<file path="config.mk">
export PLATFORM = sky130hd
export DESIGN_NAME = smc_pipe_flat
export DESIGN_NICKNAME = d
export VERILOG_FILES = /design/src/rtl/smc_pipe_if.sv /design/src/rtl/smc_pipe.sv /design/src/flat_wrapper.sv
export SDC_FILE = /design/constraint.sdc
export NUM_CORES = 1
export LEC_CHECK = 0
export ABC_AREA = 1
export CAP_MARGIN = 20
export CORE_ASPECT_RATIO = 1.1
export CORE_MARGIN = 2
export CORE_UTILIZATION = 30
export CTS_BUF_LIST = sky130_fd_sc_hd__clkbuf_4 sky130_fd_sc_hd__clkbuf_8
export DETAILED_ROUTE_END_ITERATION = 8
export PLACE_DENSITY = 0.45
export SYNTH_ARGS = -nofsm -noshare
export SYNTH_HDL_FRONTEND = slang
export SYNTH_SLANG_ARGS = --single-unit
export TNS_END_PERCENT = 30
</file>
<file path="constraint.sdc">
create_clock -name clk -period 24.1 [get_ports clk]
set_input_delay 3.615 -clock clk [delete_from_list [all_inputs] [get_ports clk]]
set_output_delay 3.615 -clock clk [all_outputs]
set_load 0.01 [all_outputs]
</file>
<file path="src/rtl/smc_pipe_if.sv">
// smc_pipe_if: beat input and result output bundle for smc_pipe.
//   in_valid        beat strobe
//   mode[1:0]       [0] 0=gm 1=drain current, [1] 1=largest K 0=smallest K
//   w, v_gs, v_ds   per-beat device width, gate and drain voltages (DW bits)
//   out_valid       one-cycle result strobe
//   out_n           frame result (3*DW bits)
// master drives the beats and reads results; slave is the pipeline itself.
interface smc_pipe_if #(
    parameter int DW = 3
);
    logic            in_valid;
    logic [1:0]      mode;
    logic [DW-1:0]   w;
    logic [DW-1:0]   v_gs;
    logic [DW-1:0]   v_ds;
    logic            out_valid;
    logic [3*DW-1:0] out_n;

    modport master (
        output in_valid, mode, w, v_gs, v_ds,
        input  out_valid, out_n
    );

    modport slave (
        input  in_valid, mode, w, v_gs, v_ds,
        output out_valid, out_n
    );
endinterface

</file>
<file path="src/rtl/smc_pipe.sv">
// smc_pipe: collects a frame of N_CH transistor beats, evaluates each device
// (gm or drain current, divided by 3), keeps the values in a descending
// sorted register array and reports floor(mean) of the largest or smallest K.
//   clk   single clock, rising edge
//   rst   synchronous active-high reset
//   bus   smc_pipe_if slave: beats in, out_valid/out_n out
//
// state | meaning
// IDLE  | waiting for beat 0 of a frame
// LOAD  | accepting beats 1..N_CH-1; a gap aborts the frame
// CALC  | two cycles: last insertion lands, then the selected sum settles
// OUT   | out_valid high for one cycle; in_valid ignored
module smc_pipe #(
    parameter int N_CH = 6,
    parameter int DW   = 3,
    parameter int K    = 3
) (
    input logic       clk,
    input logic       rst,
    smc_pipe_if.slave bus
);
    localparam int VW = 3 * DW;
    localparam int RW = 3 * DW + 2;
    localparam int SW = 3 * DW + $clog2(K);
    localparam int CW = $clog2(N_CH + 1);

    typedef enum logic [1:0] {IDLE, LOAD, CALC, OUT} state_t;

    state_t          state_q, state_d;
    logic [CW-1:0]   rem_q, rem_d;
    logic            calc_q, calc_d;
    logic [1:0]      mode_q;
    logic [VW-1:0]   val_q;
    logic            ins_q;
    logic [VW-1:0]   arr_q   [N_CH];
    logic [VW-1:0]   arr_ins [N_CH];
    logic [N_CH-1:0] gt;
    logic            out_valid_q;
    logic [VW-1:0]   out_n_q;

    logic            start;
    logic            accept;
    logic [1:0]      mode_eff;
    logic [RW-1:0]   w_x, vds_x, vov_x, raw;
    logic [VW-1:0]   dev_val;
    logic [SW-1:0]   sum;

    assign start    = (state_q == IDLE) && bus.in_valid;
    assign accept   = start || ((state_q == LOAD) && bus.in_valid);
    // mode is taken live on beat 0, then from the latched copy
    assign mode_eff = start ? bus.mode : mode_q;

    always_comb begin
        w_x   = RW'(bus.w);
        vds_x = RW'(bus.v_ds);
        vov_x = RW'(bus.v_gs) - RW'(1);
        raw   = '0;
        if (bus.v_gs > DW'(1)) begin
            if (vov_x > vds_x) begin
                // triode; vov > v_ds keeps the bracket positive
                raw = mode_eff[0] ? w_x * (RW'(2) * vov_x * vds_x - vds_x * vds_x)
                                  : RW'(2) * w_x * vds_x;
            end else begin
                raw = mode_eff[0] ? w_x * vov_x * vov_x
                                  : RW'(2) * w_x * vov_x;
            end
        end
        dev_val = VW'(raw / RW'(3));
    end

    // Descending insertion; an equal value lands after existing ones.
    // gt is monotonic along the array, so a set gt[i-1] means shift down.
    always_comb begin
        for (int i = 0; i < N_CH; i++) begin
            gt[i] = val_q > arr_q[i];
        end
        arr_ins[0] = gt[0] ? val_q : arr_q[0];
        for (int i = 1; i < N_CH; i++) begin
            if (gt[i]) begin
                arr_ins[i] = gt[i-1] ? arr_q[i-1] : val_q;
            end else begin
                arr_ins[i] = arr_q[i];
            end
        end
    end

    always_comb begin
        sum = '0;
        for (int i = 0; i < K; i++) begin
            sum = sum + (mode_q[1] ? SW'(arr_q[i]) : SW'(arr_q[N_CH-K+i]));
        end
    end

    always_comb begin
        state_d = state_q;
        rem_d   = rem_q;
        calc_d  = calc_q;
        case (state_q)
            IDLE: begin
                if (bus.in_valid) begin
                    state_d = LOAD;
                    rem_d   = CW'(N_CH - 1);
                end
            end
            LOAD: begin
                if (!bus.in_valid) begin
                    state_d = IDLE;
                    rem_d   = '0;
                end else if (rem_q == CW'(1)) begin
                    state_d = CALC;
                    rem_d   = '0;
                    calc_d  = 1'b0;
                end else begin
                    rem_d = rem_q - CW'(1);
                end
            end
            CALC: begin
                if (calc_q) begin
                    state_d = OUT;
                    calc_d  = 1'b0;
                end else begin
                    calc_d = 1'b1;
                end
            end
            OUT:     state_d = IDLE;
            default: state_d = IDLE;
        endcase
    end

    always_ff @(posedge clk) begin
        if (rst) begin
            state_q <= IDLE;
            rem_q   <= '0;
            calc_q  <= 1'b0;
        end else begin
            state_q <= state_d;
            rem_q   <= rem_d;
            calc_q  <= calc_d;
        end
    end

    always_ff @(posedge clk) begin
        if (rst) begin
            mode_q      <= '0;
            val_q       <= '0;
            ins_q       <= 1'b0;
            out_valid_q <= 1'b0;
            out_n_q     <= '0;
            for (int i = 0; i < N_CH; i++) begin
                arr_q[i] <= '0;
            end
        end else begin
            if (start) begin
                mode_q <= bus.mode;
            end
            val_q <= dev_val;
            ins_q <= accept;
            // frame start wipes the array; no insertion can be pending then
            if (start) begin
                for (int i = 0; i < N_CH; i++) begin
                    arr_q[i] <= '0;
                end
            end else if (ins_q) begin
                for (int i = 0; i < N_CH; i++) begin
                    arr_q[i] <= arr_ins[i];
                end
            end
            out_valid_q <= (state_d == OUT);
            if (state_d == OUT) begin
                out_n_q <= VW'(sum / SW'(K));
            end
        end
    end

    assign bus.out_valid = out_valid_q;
    assign bus.out_n     = out_n_q;
endmodule

</file>
<file path="src/flat_wrapper.sv">
// flat-port wrapper written by rule: the top's interface ports become plain ports
module smc_pipe_flat 
#(
    parameter int N_CH = 6,
    parameter int DW   = 3,
    parameter int K    = 3
)
  (clk, rst, bus_in_valid, bus_mode, bus_w, bus_v_gs, bus_v_ds, bus_out_valid, bus_out_n);
  smc_pipe_if #(.DW(DW)) bus_i ();
  input logic clk;
  input logic rst;
  input wire logic [$bits(bus_i.in_valid)-1:0] bus_in_valid;
  input wire logic [$bits(bus_i.mode)-1:0] bus_mode;
  input wire logic [$bits(bus_i.w)-1:0] bus_w;
  input wire logic [$bits(bus_i.v_gs)-1:0] bus_v_gs;
  input wire logic [$bits(bus_i.v_ds)-1:0] bus_v_ds;
  output wire logic [$bits(bus_i.out_valid)-1:0] bus_out_valid;
  output wire logic [$bits(bus_i.out_n)-1:0] bus_out_n;
  assign bus_i.in_valid = bus_in_valid;
  assign bus_i.mode = bus_mode;
  assign bus_i.w = bus_w;
  assign bus_i.v_gs = bus_v_gs;
  assign bus_i.v_ds = bus_v_ds;
  assign bus_out_valid = bus_i.out_valid;
  assign bus_out_n = bus_i.out_n;
  smc_pipe #(.N_CH(N_CH), .DW(DW), .K(K)) u_core (.clk(clk), .rst(rst), .bus(bus_i));
endmodule
</file>
==> reports/results.txt, run 1 <==
die width -> 182 um
vias in the first global route -> 8708
final setup fails -> 0
ant diodes -> 0
CP most frequent cell -> inv_1
Hold Path Origin -> u_core.rem_q[1]
DP HPWL -> 21.8 mm
worst skew pair latency -> 0.38 ns
Gate Count Post-Synth -> 1406
CP max stage cell -> fa_1
critical path class -> in2reg
I/O pins -> 24
IO buf count -> 23
GP Congestion -> 0.832
Yosys warnings -> 0
Main synth FF type -> edfxtp_1
drt via density -> 4.66
first-pass GRT wire length -> 43.0 mm
sw frac -> 56.0%
Worst R2R Setup Slack -> 18.04 ns
clk_skew -> 0.0132 ns
worst slew pin tran -> 1.02 ns
CTS sink cnt -> 82
Worst Path Required -> 24.34 ns
Post-CTS Setup Inserts -> 0
Final nets -> 1632
Reg power frac -> 16.4%
Worst EP arrival -> 14.04 ns
die area -> 0.0362 sq mm
Max VDD drop -> 0.0722 mV
clk buf depth -> 2
H-tree depth -> 3
DIE HEIGHT -> 199 um
Hold Crit Class -> reg2reg
setup TNS -> 0 ns
vias -> 8649
Clock Pin Slew Worst Setup and Hold Paths -> 0.10 ns
P per Cell Area -> 113 mW/mm^2
P_leak -> 0.00574 uW
CTS tree -> done
TritonCTS Buffers -> 9
Seq/Total Area, Yosys -> 21.0%
Design Power -> 1280 uW
Initial Util -> 30.4%
Worst path max stage delay -> 0.52 ns
fin. max-slew vios -> 0
post-CTS resize count -> 0
Hold-fix buffers, CTS -> 0
Comb power frac -> 75.8%
NetSw -> 715 uW
Pint -> 561 uW
min Tclk post-route -> 13.81 ns
DRC Markers -> 0
FP Rows -> 71
Hold Fails Final Rpt -> 0
worst reg2reg path startpoint -> u_core.mode_q[1]
number of flops mapped to enable cells by yosys -> 54
GRT Residual Overflow -> 0
status -> finished, final reports clean
Worst setup EP type -> register
Critical Path Source Type -> input pin
maximum fanout along the worst path -> 19
fillers -> 3702
share of cells above drive strength 1 -> 6.62%
Synth Cell Area -> 0.0104 sq mm
RSZ-0062 raised after global routing -> false
Root Driver -> clkbuf_8
clock network fraction of design power -> 7.8%
final worst path period share -> 57.3%
syn nets -> 1623
Max Cap Viol -> 0
Iter 0 DRT Violations -> 356
Area Growth Syn to Fin -> 8.88%
synthesized area per cell -> 7.41 sq um
Yosys cell types -> 49
Post-DRT Antenna Nets -> 0
Highest Clock Rate -> 0.0724 GHz
core region area -> 0.0342 sq mm
routed len/inst -> 13.9 um
largest net degree at the start of global routing -> 53
flops & latches, synth -> 82
Post-synth ARST share -> 0%
antenna violations before repair -> 0
total iterations of the first detailed-routing run -> 5
Worst Setup SP -> bus_v_gs[0]
drt total wl -> 25.8 mm
Slew HR -> 31.7%
GRT Resource Usage Total -> 14.7%
==> layout by cell type, fill, tap and decap left out, types with 3 or more instances in the layout <==
master             n
a211oi_1          51
clkdlybuf4s50_1   23
ha_1             141
nand2_1          258
nand2_2           22
nand4_1           11
inv_1            277
o21ai_1           22
or2_2              6
dfxtp_1           28
nand3_1           66
inv_2              9
a21oi_2            4
o21bai_1           7
clkbuf_8           9
a31oi_1            3
xor2_1            15
nor2_2             4
o21ai_0           51
nand3_2            9
nor3_1             9
o211ai_1           6
buf_4              8
o21ai_2            6
nand3b_1          10
inv_6              3
edfxtp_1          54
nor2_1           145
mux2i_1            3
a21oi_1           63
fa_1              62
xnor2_1            8
==> metrics by stage <==
step | instances | hold slack, ns | area (sq um) | setup slack, ns | util (%)
final | 1858 | 0.467 | 11300 | 10.29 | 33.1
after global routing | 1858 | 0.500 | 11300 | 9.52 | 33.1
after CTS | 1858 | 0.473 | 11300 | 10.30 | 33.1
after detailed placement | 1842 | 0.456 | 11200 | 9.94 | 32.6
after global placement | 1841 | 0.452 | 11100 | 10.16 | 32.6
after floorplan | 1406 | 0.439 | 10400 | 11.40 | -
==> sequential cells by signal (all words and copies together), names as in the netlist <==
name	flops
u_core.mode_q	2
u_core.arr_q	54
u_core.calc_q	1
u_core.bus.out_valid	1
u_core.bus.out_n	9
u_core.rem_q	3
u_core.state_q	2
u_core.ins_q	1
u_core.val_q	9
==> Yosys cell counts, types with 3 or more instances <==
cell      number  area share [%]
inv_1        277              10
nand2_1      259             9.3
nor2_1       145             5.2
ha_1         141              17
nand3_1       66             3.2
a21oi_1       63             3.0
fa_1          62              12
o21ai_0       56             2.7
edfxtp_1      54              16
a211oi_1      51             3.7
dfxtp_1       28             5.4
clkbuf_1      26            0.94
nand2_2       21             1.3
o21ai_1       17            0.82
xor2_1        15             1.3
nand4_1       11            0.66
nand3b_1      10            0.72
inv_2          9            0.32
nand3_2        9            0.87
nor3_1         9            0.43
xnor2_1        8            0.67
o21bai_1       7            0.50
o211ai_1       6            0.43
o21ai_2        6            0.50
or2_2          6            0.36
a21oi_2        4            0.34
nor2_2         4            0.24
a31oi_1        3            0.18
buf_2          3            0.14
buf_4          3            0.22
mux2i_1        3            0.29
==> worst paths after layout <==
path | endpoint | cells after the start
hold reg to reg | u_core.rem_q[1] | 2
hold / removal | u_core.rem_q[1] | 2
setup reg to reg | u_core.bus.out_n[0] | 46
setup / recovery | u_core.val_q[0] | 60
==> kinds of logic (layout without fill, tap and decap cells) <==
logic type	Yosys count	after routing	synth area share, %
and+or+nand+nor	550	550	23.2
buffers and inverters	321	335	11.7
AOI/OAI and AO/OA	224	224	13.0
adders and majority gates	203	203	28.9
DFF	82	82	21.0
xor gates and xnor gates	23	23	1.93
muxes	3	3	0.288
==> power by group through the flow <==
stage	Clock [uW]	Sequential, uW	Combinational, uW
after global routing	108	214	1120
final	99.7	209	967
after global placement	0	212	968
after detailed placement	0	213	981
after floorplan	0	201	761
after CTS	104	210	986
==> metal layers <==
metal | track usage (%) | up-vias | wire [um]
met5 | 0 | - | 0
met4 | 2.95 | 0 | 340
met3 | 0.984 | 20 | 475
met2 | 28.2 | 75 | 13500
met1 | 18.1 | 3998 | 11500
li1 | - | 4556 | -
==> cell type report <==
| class | count | area (sq um) | area share, % |
|---|---|---|---|
| clock inverters | 7 | 60.1 | 0.530 |
| flip-flops and latches | 82 | 2180 | 19.2 |
| repair buffers | 32 | 310 | 2.74 |
| clock buffers | 9 | 124 | 1.09 |
| inverters | 287 | 1080 | 9.50 |
| multi-input cells | 1003 | 7040 | 62.1 |
| well taps | 438 | 548 | 4.83 |
==> critical path, delay by kind of cell <==
kind | cells | cell delay [ns]
fa+ha+maj | 13 | 5.07
buf+inv | 15 | 1.80
compound gates | 10 | 1.34
simple gates | 22 | 2.17
Power figures use the tool's default switching activity.
==> run 2: changes to the inputs <==
Settings changed: PLACE_DENSITY 0.45 to 0.47.
Clock period 24.1 ns to 11.5 ns, I/O delays scaled along.
==> reports/results.txt, run 2 (synthesized netlist as in run 1, its figures left out) <==
status -> finished, final reports clean (unchanged)
Final WS setup -> 0.504 ns (was 10.29 ns)
DP HPWL -> 21.2 mm (was 21.8 mm)
GRT Resource Usage Total -> 14.6% (was 14.7%)
Worst setup EP type -> register (unchanged)
Hold Crit Class -> reg2reg (unchanged)
antenna violations before repair -> 0 (unchanged)
P per Cell Area -> 239 mW/mm^2 (was 113 mW/mm^2)
Initial Util -> 30.4% (unchanged)
Clock Pin Slew Worst Setup and Hold Paths -> 0.10 ns (about the same)
commonest non-fill, non-tap cell in the layout -> inv_1 (unchanged)
final worst path period share -> 95.6%
most frequent cells in the layout -> inv_1, nand2_1, nor2_1 (unchanged)
setup TNS -> 0 ns (unchanged)
CP most frequent cell -> inv_1 (unchanged)
Max Cap Viol -> 0 (unchanged)
sw frac -> 55.0% (was 56.0%)
core region area -> 0.0342 sq mm (unchanged)
Critical Path Source Type -> input pin (unchanged)
DRC Markers -> 0 (unchanged)
vias -> 8818 (was 8649)
DP Cell Count -> 1859 (was 1842)
die area -> 0.0362 sq mm (unchanged)
min Tclk post-route -> 11.00 ns
FP Rows -> 71 (unchanged)
critical path class -> in2reg (unchanged)
Worst Path Required -> 11.76 ns (was 24.34 ns)
Hold Fails Final Rpt -> 0 (unchanged)
drt via density -> 4.70 (was 4.66)
Finished Layout Cells -> 1878 (was 1858)
Final nets -> 1652 (was 1632)
Comb power frac -> 75.0% (was 75.8%)
GRT Residual Overflow -> 0 (unchanged)
fin. max-slew vios -> 0 (unchanged)
GP Congestion -> 0.799 (was 0.832)
CP max stage cell -> fa_1 (unchanged)
Hold-fix buffers, CTS -> 0 (unchanged)
clk_skew -> 0.0121 ns (was 0.0132 ns)
CTS tree -> done (unchanged)
clock network fraction of design power -> 9.2% (was 7.8%)
Iter 0 DRT Violations -> 420 (was 356)
Worst EP arrival -> 11.26 ns (was 14.04 ns)
die width -> 182 um (unchanged)
first-pass GRT wire length -> 42.4 mm (was 43.0 mm)
vias in the first global route -> 8677 (was 8708)
Max VDD drop -> 0.213 mV (was 0.0722 mV)
Reg power frac -> 15.8% (was 16.4%)
Worst Setup SP -> bus_v_gs[0] (unchanged)
CTS sink cnt -> 82 (unchanged)
Highest Clock Rate -> 0.0909 GHz
DIE HEIGHT -> 199 um (unchanged)
drt total wl -> 25.4 mm (was 25.8 mm)
Post-DRT Antenna Nets -> 0 (unchanged)
TritonCTS Buffers -> 9 (unchanged)
Hold Path Origin -> u_core.rem_q[1] (unchanged)
Top reg by flops -> u_core.arr_q (unchanged)
Area Growth Syn to Fin -> 11.5% (was 8.88%)
ant diodes -> 0 (unchanged)
NetSw -> 1530 uW (was 715 uW)
worst skew pair latency -> 0.38 ns (about the same)
P_leak -> 0.00586 uW (was 0.00574 uW)
I/O pins -> 24 (unchanged)
max reg flops -> 54 (unchanged)
final instance area -> 0.0116 sq mm (was 0.0113 sq mm)
worst slew pin tran -> 0.958 ns (was 1.02 ns)
final setup fails -> 0 (unchanged)
Worst path max stage delay -> 0.57 ns (was 0.52 ns)
share of cells above drive strength 1 -> 9.31% (was 6.62%)
Area after DPL -> 0.0113 sq mm (was 0.0112 sq mm)
IO buf count -> 23 (unchanged)
Worst R2R Setup Slack -> 5.29 ns (was 18.04 ns)
H-tree depth -> 3 (unchanged)
routed len/inst -> 13.5 um (was 13.9 um)
setup slack at placement -> 0.0665 ns (was 9.94 ns)
Root Driver -> clkbuf_8 (unchanged)
Pint -> 1250 uW (was 561 uW)
Slew HR -> 35.7% (was 31.7%)
largest net degree at the start of global routing -> 55 (was 53)
worst reg2reg path startpoint -> u_core.mode_q[1] (unchanged)
total iterations of the first detailed-routing run -> 5 (unchanged)
maximum fanout along the worst path -> 5 (was 19)
clk buf depth -> 2 (unchanged)
-- run 2: changes by cell type in the layout (fill, tap and decap cells not counted), moves of 4 or more --
| cell | change |
|---|---|
| nand3_2 | +4 |
| buf_4 | +19 |
| nand2_2 | +8 |
| nand3_1 | -4 |
| nand2_1 | -8 |
-- run 2: area by class of cell --
class / count / area [sq um]
clock buffers: 9 / 124
clock inverters: 7 / 106
fillers: 3623 / 22600
inverters: 287 / 1080
multi-input cells: 1003 / 7110
flip-flops and latches: 82 / 2180
well taps: 438 / 548
repair buffers: 52 / 464
-- run 2: power by group through the flow --
stage | combinational [uW] | clock (uW) | sequential, uW
3_5_place_dp | 2050 | 0 | 446
6_report | 2080 | 254 | 438
5_1_grt | 2410 | 271 | 448
4_1_cts | 2060 | 261 | 439
2_1_floorplan | 1600 | 0 | 420
3_3_place_gp | 2030 | 0 | 444
-- run 2: metal layers --
| metal | up-vias | wire length [um] | global-route usage, % |
|---|---|---|---|
| met2 | 108 | 13100 | 28.3 |
| met1 | 4086 | 11300 | 17.2 |
| met4 | 0 | 544 | 4.52 |
| met3 | 26 | 468 | 0.802 |
| li1 | 4598 | - | - |
| met5 | - | 0 | 0 |
-- run 2: path summary, 6_finish.rpt --
| path | cells past startpoint | endpoint |
|---|---|---|
| max | 61 | u_core.val_q[0] |
| min | 2 | u_core.rem_q[1] |
| max reg2reg | 48 | u_core.bus.out_n[0] |
| min reg2reg | 2 | u_core.rem_q[1] |
-- run 2: repair_timing --
action / 4_1_cts / 5_1_grt
setup buffers: 0 / 2
endpoints found under the setup margin: 0 / 1
gates resized for setup: 0 / 21
-- run 2: through the flow --
stage	total power (uW)	hold WS, ns	util [%]
4_1_cts	2760	0.475	33.6
3_3_place_gp	2470	0.452	32.9
5_1_grt	3130	0.513	33.9
3_5_place_dp	2500	0.459	32.9
2_1_floorplan	2020	0.439	-
6_report	2770	0.470	33.9
-- run 2: critical path, delay by kind of cell --
family	cells	cell delay [ns]
AO/OA/AOI/OAI	8	0.93
adder cells (fa/ha/maj)	13	5.01
AND/OR/NAND/NOR	25	2.20
buffers and inverters	15	1.36
==> run 3: changes to the inputs <==
Settings changed: PLACE_DENSITY 0.47 to 0.45.
Clock period 11.5 ns to 10.82 ns, I/O delays scaled along.
==> reports/results.txt, run 3 (synthesized netlist as in run 1, its figures left out) <==
Worst R2R Setup Slack -> 4.70 ns (was 5.29 ns)
ant diodes -> 0 (unchanged)
TritonCTS Buffers -> 9 (unchanged)
CTS sink cnt -> 82 (unchanged)
share of cells above drive strength 1 -> 14.6% (was 9.31%)
GRT Resource Usage Total -> 14.9% (was 14.6%)
Area Growth Syn to Fin -> 16.5% (was 11.5%)
total iterations of the first detailed-routing run -> 5 (unchanged)
final worst path period share -> 94.9%
Max VDD drop -> 0.159 mV (was 0.213 mV)
Worst path max stage delay -> 0.55 ns (was 0.57 ns)
RR Endpoint -> u_core.bus.out_n[0] (unchanged)
Hold Crit Class -> reg2reg (unchanged)
Comb power frac -> 77.8% (was 75.0%)
Initial Util -> 30.4% (unchanged)
status -> finished, final reports clean (unchanged)
Pint -> 1450 uW (was 1250 uW)
setup slack at placement -> -0.512 ns (was 0.0665 ns)
FP Rows -> 71 (unchanged)
Root Driver -> clkbuf_8 (unchanged)
Top reg by flops -> u_core.arr_q (unchanged)
clk_skew -> 0.0137 ns (was 0.0121 ns)
Worst setup EP type -> register (unchanged)
Slew HR -> 37.7% (was 35.7%)
maximum fanout along the worst path -> 6 (was 5)
Max Cap Viol -> 0 (unchanged)
H-tree depth -> 3 (unchanged)
GRT Residual Overflow -> 0 (unchanged)
routed len/inst -> 13.5 um (about the same)
Worst Hold Path Cells -> 2 (unchanged)
final core occ -> 35.5% (was 33.9%)
drt via density -> 4.62 (was 4.70)
clk buf depth -> 2 (unchanged)
I/O pins -> 24 (unchanged)
Post-DRT Antenna Nets -> 0 (unchanged)
Hold Path Origin -> u_core.rem_q[1] (unchanged)
Final nets -> 1716 (was 1652)
DIE HEIGHT -> 199 um (unchanged)
core region area -> 0.0342 sq mm (unchanged)
Worst Path Required -> 11.05 ns (was 11.76 ns)
Highest Clock Rate -> 0.0974 GHz
Critical Path Source Type -> input pin (unchanged)
CP most frequent cell -> inv_1 (unchanged)
clock network fraction of design power -> 7.3% (was 9.2%)
die width -> 182 um (unchanged)
min Tclk post-route -> 10.27 ns
Iter 0 DRT Violations -> 425 (was 420)
vias in the first global route -> 8786 (was 8677)
DRC Markers -> 0 (unchanged)
critical path class -> in2reg (unchanged)
largest net degree at the start of global routing -> 53 (was 55)
Hold Fails Final Rpt -> 0 (unchanged)
antenna violations before repair -> 0 (unchanged)
fillers -> 3638 (was 3623)
sw frac -> 53.3% (was 55.0%)
vias -> 8971 (was 8818)
Clock Pin Slew Worst Setup and Hold Paths -> 0.10 ns (about the same)
Final WS setup -> 0.553 ns (was 0.504 ns)
worst-case reg-to-reg path depth -> 47 (was 48)
drt total wl -> 26.2 mm (was 25.4 mm)
most frequent cells in the layout -> inv_1, nand2_1, nor2_1 (unchanged)
P_leak -> 0.00620 uW (was 0.00586 uW)
CTS tree -> done (unchanged)
Worst EP arrival -> 10.50 ns (was 11.26 ns)
Hold-fix buffers, CTS -> 0 (unchanged)
P per Cell Area -> 256 mW/mm^2 (was 239 mW/mm^2)
first-pass GRT wire length -> 43.6 mm (was 42.4 mm)
CP max stage cell -> fa_2 (was fa_1)
Reg power frac -> 14.9% (was 15.8%)
worst skew pair latency -> 0.37 ns (was 0.38 ns)
DP HPWL -> 22.1 mm (was 21.2 mm)
die area -> 0.0362 sq mm (unchanged)
commonest non-fill, non-tap cell in the layout -> inv_1 (unchanged)
GP Congestion -> 0.812 (was 0.799)
final setup fails -> 0 (unchanged)
IO buf count -> 23 (unchanged)
worst reg2reg path startpoint -> u_core.mode_q[1] (unchanged)
worst slew pin tran -> 0.929 ns (was 0.958 ns)
NetSw -> 1660 uW (was 1530 uW)
max reg flops -> 54 (unchanged)
WHS Endpoint -> u_core.rem_q[1] (unchanged)
fin. max-slew vios -> 0 (unchanged)
run 3: changes by cell type in the layout (fill, tap and decap cells not counted), sizes merged:
cell           delta
clkdlybuf4s50     -5
bufinv            -2
dlymetal6s2s      +4
clkbuf            +1
inv               +2
buf              +64
run 3: power groups by stage:
stage,clock (uW),combinational [uW],sequential (uW)
global route,247,2790,475
detailed placement,0,2330,472
CTS,237,2390,465
global placement,0,2300,471
finish,228,2420,464
floorplan,0,1700,447
run 3: repair_timing:
item	in CTS	in global routing
pin swaps	10	25
resized for setup	13	37
setup buffers	5	7
cloned	0	0
endpoints found under the setup margin	1	3
run 3: worst max path at each step:
stage / startpoint / end / slack [ns] / cells past startpoint
final: bus_w[2] / u_core.val_q[0] / 0.55 / 57
after global routing: bus_v_gs[0] / u_core.val_q[0] / -0.03 / 62
after CTS: bus_v_gs[0] / u_core.val_q[0] / 0.05 / 61
after detailed placement: bus_v_gs[0] / u_core.val_q[0] / -0.51 / 63
after global placement: bus_v_gs[0] / u_core.val_q[0] / -0.40 / 59
after floorplan: bus_v_gs[0] / u_core.val_q[0] / 0.12 / 60
run 3: metal layers:
| layer | wire [um] | vias up | GRT usage (%) | share of wire (%) |
|---|---|---|---|---|
| met5 | 0 | - | 0 | 0 |
| met4 | 357 | 0 | 2.68 | 1.4 |
| met3 | 335 | 22 | 1.06 | 1.3 |
| met2 | 14000 | 76 | 29.4 | 53 |
| met1 | 11600 | 4133 | 17.9 | 44 |
| li1 | - | 4740 | - | - |
run 3: critical path: cells and delay by family:
kind,cells,cell delay (ns)
AO/OA/AOI/OAI,8,0.80
adder cells (fa/ha/maj),10,4.36
buffers and inverters,13,1.23
AND/OR/NAND/NOR,26,2.42
run 3: through the flow:
step / hold WS, ns / instance area [sq um] / instances / total power, uW / setup TNS (ns)
global placement: 0.453 / 11700 / 1913 / 2770 / -0.595
floorplan: 0.439 / 10400 / 1406 / 2140 / 0
finish: 0.474 / 12100 / 1942 / 3110 / 0
global route: 0.516 / 12100 / 1942 / 3510 / -0.0316
detailed placement: 0.462 / 11700 / 1914 / 2800 / -0.895
CTS: 0.479 / 12000 / 1935 / 3090 / 0
run 3: layout make-up:
cell class	instances	area, sq um	area share (%)
sequential	82	2180	18.0
multi-input combinational	1003	7190	59.3
clock inverter	7	63.8	0.526
tap	438	548	4.52
clock buffer	9	124	1.02
timing repair buffer	116	946	7.79
inverter	287	1080	8.88
